===== src/rtl/mul_seq_ctrl_pkg.sv =====
// Shared definitions for the RV32M multiply sequencer: op encodings,
// FSM states, iteration constants and the sign-flag decode.
package mul_pkg;

    typedef enum logic [1:0] {
        OP_MUL    = 2'b00,
        OP_MULH   = 2'b01,
        OP_MULHSU = 2'b10,
        OP_MULHU  = 2'b11
    } op_e;

    typedef enum logic [2:0] {
        IDLE   = 3'd0,
        NEG_A  = 3'd1,
        NEG_B  = 3'd2,
        CALC   = 3'd3,
        FIX_LO = 3'd4,
        FIX_HI = 3'd5,
        DONE   = 3'd6
    } state_e;

    localparam int DEFAULT_ITER = 32;
    localparam int CNT_W        = 5;

    // Returns {neg_a, neg_b}: rs1 is signed for MULH/MULHSU, rs2 only for MULH.
    function automatic logic [1:0] sign_flags(input logic [1:0] op,
                                              input logic       a_msb,
                                              input logic       b_msb);
        logic na;
        logic nb;
        na = a_msb & ((op == OP_MULH) || (op == OP_MULHSU));
        nb = b_msb & (op == OP_MULH);
        return {na, nb};
    endfunction

endpackage


===== src/rtl/mul_seq_ctrl_if.sv =====
// Request/response bundle between the EX stage and the multiply sequencer.
interface mul_seq_ctrl_if;

    logic        start;
    logic        kill;
    logic [1:0]  op;
    logic [31:0] a;
    logic [31:0] b;
    logic        busy;
    logic        done;
    logic [31:0] result;

    modport master (
        output start, kill, op, a, b,
        input  busy, done, result
    );

    modport slave (
        input  start, kill, op, a, b,
        output busy, done, result
    );

endinterface


===== src/rtl/mul_seq_ctrl_adder.sv =====
// Plain 32-bit ripple adder with carry in/out; the sequencer's only adder.
module adder_32bits (
    input  logic [31:0] a,
    input  logic [31:0] b,
    input  logic        ci,
    output logic [31:0] s,
    output logic        co
);

    logic [32:0] total;

    assign total   = {1'b0, a} + {1'b0, b} + {32'd0, ci};
    assign {co, s} = total;

endmodule


===== src/rtl/mul_seq_ctrl.sv =====
// Multi-cycle shift-and-add multiplier for MUL/MULH/MULHSU/MULHU, sharing one
// adder across operand negation, accumulation and result negation.
module mul_seq_ctrl
    import mul_pkg::*;
#(
    parameter int ITER = DEFAULT_ITER
) (
    input  logic          clk,
    input  logic          rst,
    mul_seq_ctrl_if.slave bus
);

    localparam logic [CNT_W-1:0] CNT_LAST = CNT_W'(ITER - 1);

    state_e            state;
    op_e               op_q;
    logic [31:0]       mcand;
    logic [31:0]       p_hi;
    logic [31:0]       p_lo;
    logic [31:0]       result_q;
    logic              neg_a;
    logic              neg_b;
    logic              neg_r;
    logic              carry;
    logic              done_q;
    logic [CNT_W-1:0]  count;

    logic [31:0]       add_a;
    logic [31:0]       add_b;
    logic              add_ci;
    logic [31:0]       add_s;
    logic              add_co;
    logic [1:0]        start_flags;

    assign start_flags = sign_flags(bus.op, bus.a[31], bus.b[31]);

    adder_32bits u_adder (
        .a  (add_a),
        .b  (add_b),
        .ci (add_ci),
        .s  (add_s),
        .co (add_co)
    );

    // Negations are two's complement as ~x + 1; FIX_HI chains FIX_LO's carry.
    always_comb begin
        add_a  = '0;
        add_b  = '0;
        add_ci = 1'b0;
        case (state)
            NEG_A: begin
                add_a  = ~mcand;
                add_ci = 1'b1;
            end
            NEG_B: begin
                add_a  = ~p_lo;
                add_ci = 1'b1;
            end
            CALC: begin
                add_a = p_hi;
                add_b = p_lo[0] ? mcand : '0;
            end
            FIX_LO: begin
                add_a  = ~p_lo;
                add_ci = 1'b1;
            end
            FIX_HI: begin
                add_a  = ~p_hi;
                add_ci = carry;
            end
            default: ;
        endcase
    end

    always_ff @(posedge clk or posedge rst) begin
        if (rst) begin
            state    <= IDLE;
            op_q     <= OP_MUL;
            mcand    <= '0;
            p_hi     <= '0;
            p_lo     <= '0;
            result_q <= '0;
            neg_a    <= 1'b0;
            neg_b    <= 1'b0;
            neg_r    <= 1'b0;
            carry    <= 1'b0;
            done_q   <= 1'b0;
            count    <= '0;
        end else begin
            done_q <= 1'b0;
            if (state != IDLE && bus.kill) begin
                state <= IDLE;
            end else begin
                case (state)
                    IDLE: begin
                        if (bus.start && !bus.kill) begin
                            op_q  <= op_e'(bus.op);
                            mcand <= bus.a;
                            p_lo  <= bus.b;
                            neg_a <= start_flags[1];
                            neg_b <= start_flags[0];
                            neg_r <= start_flags[1] ^ start_flags[0];
                            count <= '0;
                            state <= NEG_A;
                        end
                    end
                    NEG_A: begin
                        if (neg_a) mcand <= add_s;
                        state <= NEG_B;
                    end
                    NEG_B: begin
                        if (neg_b) p_lo <= add_s;
                        p_hi  <= '0;
                        state <= CALC;
                    end
                    CALC: begin
                        // Accumulate into P_hi and shift the whole product right one bit.
                        {p_hi, p_lo} <= {add_co, add_s, p_lo[31:1]};
                        count        <= count + 1'b1;
                        if (count == CNT_LAST) state <= FIX_LO;
                    end
                    FIX_LO: begin
                        carry <= add_co;
                        if (neg_r) p_lo <= add_s;
                        state <= FIX_HI;
                    end
                    FIX_HI: begin
                        if (neg_r) p_hi <= add_s;
                        if (op_q == OP_MUL) result_q <= p_lo;
                        else                result_q <= neg_r ? add_s : p_hi;
                        done_q <= 1'b1;
                        state  <= DONE;
                    end
                    DONE: begin
                        state <= IDLE;
                    end
                    default: begin
                        state <= IDLE;
                    end
                endcase
            end
        end
    end

    assign bus.busy   = (state != IDLE);
    assign bus.done   = done_q;
    assign bus.result = result_q;

endmodule


===== src/flat_wrapper.sv =====
// flat-port wrapper written by rule: the top's interface ports become plain ports
module mul_seq_ctrl_flat import mul_pkg::*;
#(
    parameter int ITER = DEFAULT_ITER
)
  (clk, rst, bus_start, bus_kill, bus_op, bus_a, bus_b, bus_busy, bus_done, bus_result);
  mul_seq_ctrl_if bus_i ();
  input  logic clk;
  input  logic rst;
  input wire logic [$bits(bus_i.start)-1:0] bus_start;
  input wire logic [$bits(bus_i.kill)-1:0] bus_kill;
  input wire logic [$bits(bus_i.op)-1:0] bus_op;
  input wire logic [$bits(bus_i.a)-1:0] bus_a;
  input wire logic [$bits(bus_i.b)-1:0] bus_b;
  output wire logic [$bits(bus_i.busy)-1:0] bus_busy;
  output wire logic [$bits(bus_i.done)-1:0] bus_done;
  output wire logic [$bits(bus_i.result)-1:0] bus_result;
  assign bus_i.start = bus_start;
  assign bus_i.kill = bus_kill;
  assign bus_i.op = bus_op;
  assign bus_i.a = bus_a;
  assign bus_i.b = bus_b;
  assign bus_busy = bus_i.busy;
  assign bus_done = bus_i.done;
  assign bus_result = bus_i.result;
  mul_seq_ctrl #(.ITER(ITER)) u_core (.clk(clk), .rst(rst), .bus(bus_i));
endmodule

===== config.mk =====
export PLATFORM = sky130hd
export DESIGN_NAME = mul_seq_ctrl_flat
export DESIGN_NICKNAME = d
export VERILOG_FILES = /design/src/rtl/mul_seq_ctrl_pkg.sv /design/src/rtl/mul_seq_ctrl_if.sv /design/src/rtl/mul_seq_ctrl_adder.sv /design/src/rtl/mul_seq_ctrl.sv /design/src/flat_wrapper.sv
export SDC_FILE = /design/constraint.sdc
export NUM_CORES = 1
export LEC_CHECK = 0
export CAP_MARGIN = 20
export CORE_MARGIN = 5
export CORE_UTILIZATION = 50
export DETAILED_ROUTE_END_ITERATION = 16
export DONT_BUFFER_PORTS = 1
export HOLD_SLACK_MARGIN = 0.1
export PLACE_DENSITY = 0.65
export RECOVER_POWER = 100
export REMOVE_ABC_BUFFERS = 1
export SLEW_MARGIN = 10
export SYNTH_ARGS = -nofsm -noshare
export SYNTH_HDL_FRONTEND = slang
export SYNTH_SLANG_ARGS = --single-unit

===== constraint.sdc =====
create_clock -name clk -period 5.6 [get_ports clk]
set_input_delay 1.4 -clock clk [delete_from_list [all_inputs] [get_ports clk]]
set_output_delay 1.4 -clock clk [all_outputs]
set_load 0.01 [all_outputs]

==> impl_metrics.ini <==
[clock_network]
cts_sinks = 143
clk_path_buf_depth = 2
clock-root-buffer = clkbuf_16
cts_resized = 0
clk_latency_ps = 440
cts_tree = built
clkTransAtPathRegs_ps = 60
cts_setup_buffers = 0
htreeDepth = 4
cts_inserted_buffers = 17
cts_hold_buf = 0

[timing]
finalCriticalPeriod_ps = 4970
setup_violations = 0
rsz0062_at_grt = false
setup_tns_ps = 0
slew_headroom = -1.31
worst_pin_slew_ps = 3450
maxSlewViolCount = 82
max_freq_mhz = 201
hold_violations = 0
fin_worst_skew_ps = 11.9
fin_crit_sh = 0.888

[placement]
portBuffers = 0
gp_congestion = 0.983
placed_area_um2 = 10400
dpl.hpwl_mm = 23.1
dp_cells = 1484

[die]
initial_utilization = 0.506
die_h_um = 153
num_rows = 52
die_w_um = 153
core_um2 = 20200
io_pins = 104
die_area_um2 = 23400

[flow_run]
drv_cap = 2

[cells_and_area]
final_cells = 1517
drive_gt1_frac = 0.0706
final_core_utilization = 0.541
stdcell_area_um2 = 10900
syn_to_final_growth_pct = 7.02
nets = 1339

[synth]
synth_most_common_cell = nand2_1
synthSimpleGateAreaFrac = 0.219
netlist_top_cells_count = 213 x nand2_1, 143 x dfrtp_1, 132 x o21ai_0
synthAdderAreaFrac = 0.0456
syn_area_um2 = 10200
synth_top_family_by_area = compound AO/OA/AOI/OAI gates
synthXorXnorAreaFrac = 0.0194
synthMuxAreaShare = 0.0224
synth_compound_area_frac = 0.294
yosysWarnings = 0
synthCells = 1282
synth-edff-count = 0
synth.avg_cell_area_um2 = 7.96
synth.distinct_cells = 84
ys_ff_latch = 143
ys_seq_area_frac = 0.351
ys.flop_type = dfrtp_1
synthArstFlopShare = 1.00
yosys.area.top_type = dfrtp_1
netlist.area_leader.share = 0.351
synthTopCellsByArea = dfrtp_1 35%, nand2_1 7.8%, o21ai_0 6.5%, a21oi_1 5.4%, ha_1 4.2%

[drt]
post_drt_wl_per_cell_um = 24.0
drtAntennaViolNets = 0
drc = 0
drt-total-wl_mm = 36.4
first_pass_iters = 6
viasPerCell = 6.63
vias = 10100
drtIter0Drc = 1175

[critical_path]
crit_start = u_core.state[1]
critPathRequiredTime_ps = 5920
slowest_stage = clkbuf_1
end_kind = flop
crit_chain = clkinv_1 > clkbuf_1 > o2111ai_1 > o21ai_0 > ha_1 > a21oi_1 > nand2_1 > a221o_1 > o21ai_0 > a211oi_1 > or3_1 > a32oi_1 > nand2_1
reg2reg_slack_ps = 630
criticalPathCategory = reg2reg
cp_slowest_stage_delay_ps = 620
r2r-start = u_core.state[1]
cp-start-kind = flop
critPathMaxFanout = 18
arrival_ps = 5290

[global_routing]
grt_overflow = 0
grt_pass1_vias = 9744
grt_pass1_wl_mm = 56.9
grt_max_degree = 79
antenna_found_initial = 0
track_usage = 0.307

[power_and_ir_drop]
leakage_uw = 0.00484
vdd_drop_max_v = 0.000202
powerDensity_nw_per_um2 = 333
totalPowerFinal_uw = 3640

[worst_hold_path]
hold_path_startpoint = u_core.neg_b
hold_class = reg2reg

[status]
violations = max-capacitance violations, max-slew violations
status = finished, violations left
power by group:
part	switching, uW	internal (uW)	leakage (uW)
logic	674	331	0.00270
clock network	483	780	0.000306
registers	174	1200	0.00184
kinds of logic (layout without fill, tap and decap cells):
kind of cell	after synthesis	count (layout)
flops	143	143
other cells	0	1
simple gates	485	485
buf+inv	114	78
compound gates	462	462
xor+xnor	20	20
fa+ha+maj	36	36
mux	22	22
critical path, delay by kind of cell, from the launching register on:
kind                       cells  cell delay (ps)
DFF                            1              560
adders and majority gates      1              390
and+or+nand+nor                3              660
buffers and inverters          2             1140
AOI/OAI and AO/OA              7             2090
flip-flops by register name, indices dropped and copies added (netlist names), 2 cells and up:
register and count:
u_core.mcand 32, u_core.p_hi 32, u_core.count 5, u_core.bus.result 32, u_core.op_q 2, u_core.state 3, u_core.p_lo 32
final cells by class:
type                            count  area, um^2
Fill cell                        1882        9250
Multi-Input combinational cell   1025        6100
Sequential cell                   143        3580
Clock buffer                       22         474
Tap cell                          270         338
Timing Repair Buffer               27         191
Clock inverter                     10         159
Inverter                           19        72.6
Antenna cell                        1        2.50
metal layers:
metal	vias up	share of wire	GRT usage
li1	4598	-	-
met1	4829	0.43	0.427
met2	555	0.45	0.476
met3	75	0.096	0.0718
met4	0	0.027	0.0976
met5	-	0	0
worst paths after layout:
path                              endpoint  cells after the start
min in group asynchronous     u_core.neg_r                      1
max in group asynchronous  u_core.p_hi[25]                      2
setup reg to reg           u_core.p_hi[25]                     13
hold / removal                u_core.neg_b                      2
hold reg to reg               u_core.neg_b                      2
setup / recovery           u_core.p_hi[25]                     13
stage by stage:
step / hold slack (ps) / setup slack, ps
finish: 507 / 628
global route: 527 / 387
CTS: 509 / 1140
detailed placement: 494 / 1170
global placement: 478 / 1240
floorplan: 451 / 362
cells in the final DEF (no fill, tap or decap), types with 5 or more instances in the layout:
master and n:
o21ai_1 5, nand2_1 211, o31ai_1 6, nor2b_1 17, mux2_2 5, nor2_1 102
a22oi_1 9, a31oi_1 31, o21a_1 9, o21ai_0 137, clkbuf_16 17, clkbuf_1 7
nand3_1 32, a22o_1 23, o2111ai_1 32, mux2i_1 15, a221oi_1 10, nor3_1 13
a32oi_1 5, o211ai_1 8, and3_1 40, xor2_1 9, a21oi_1 112, ha_1 34
nand2b_1 7, nand4_1 11, a211oi_1 11, and2_1 7, or3_1 13, dfrtp_1 142
xnor2_1 11, inv_1 17, o221ai_1 5, or2_2 6, a21o_1 17, buf_4 19
Note: power is estimated with default switching activity, not from simulation.
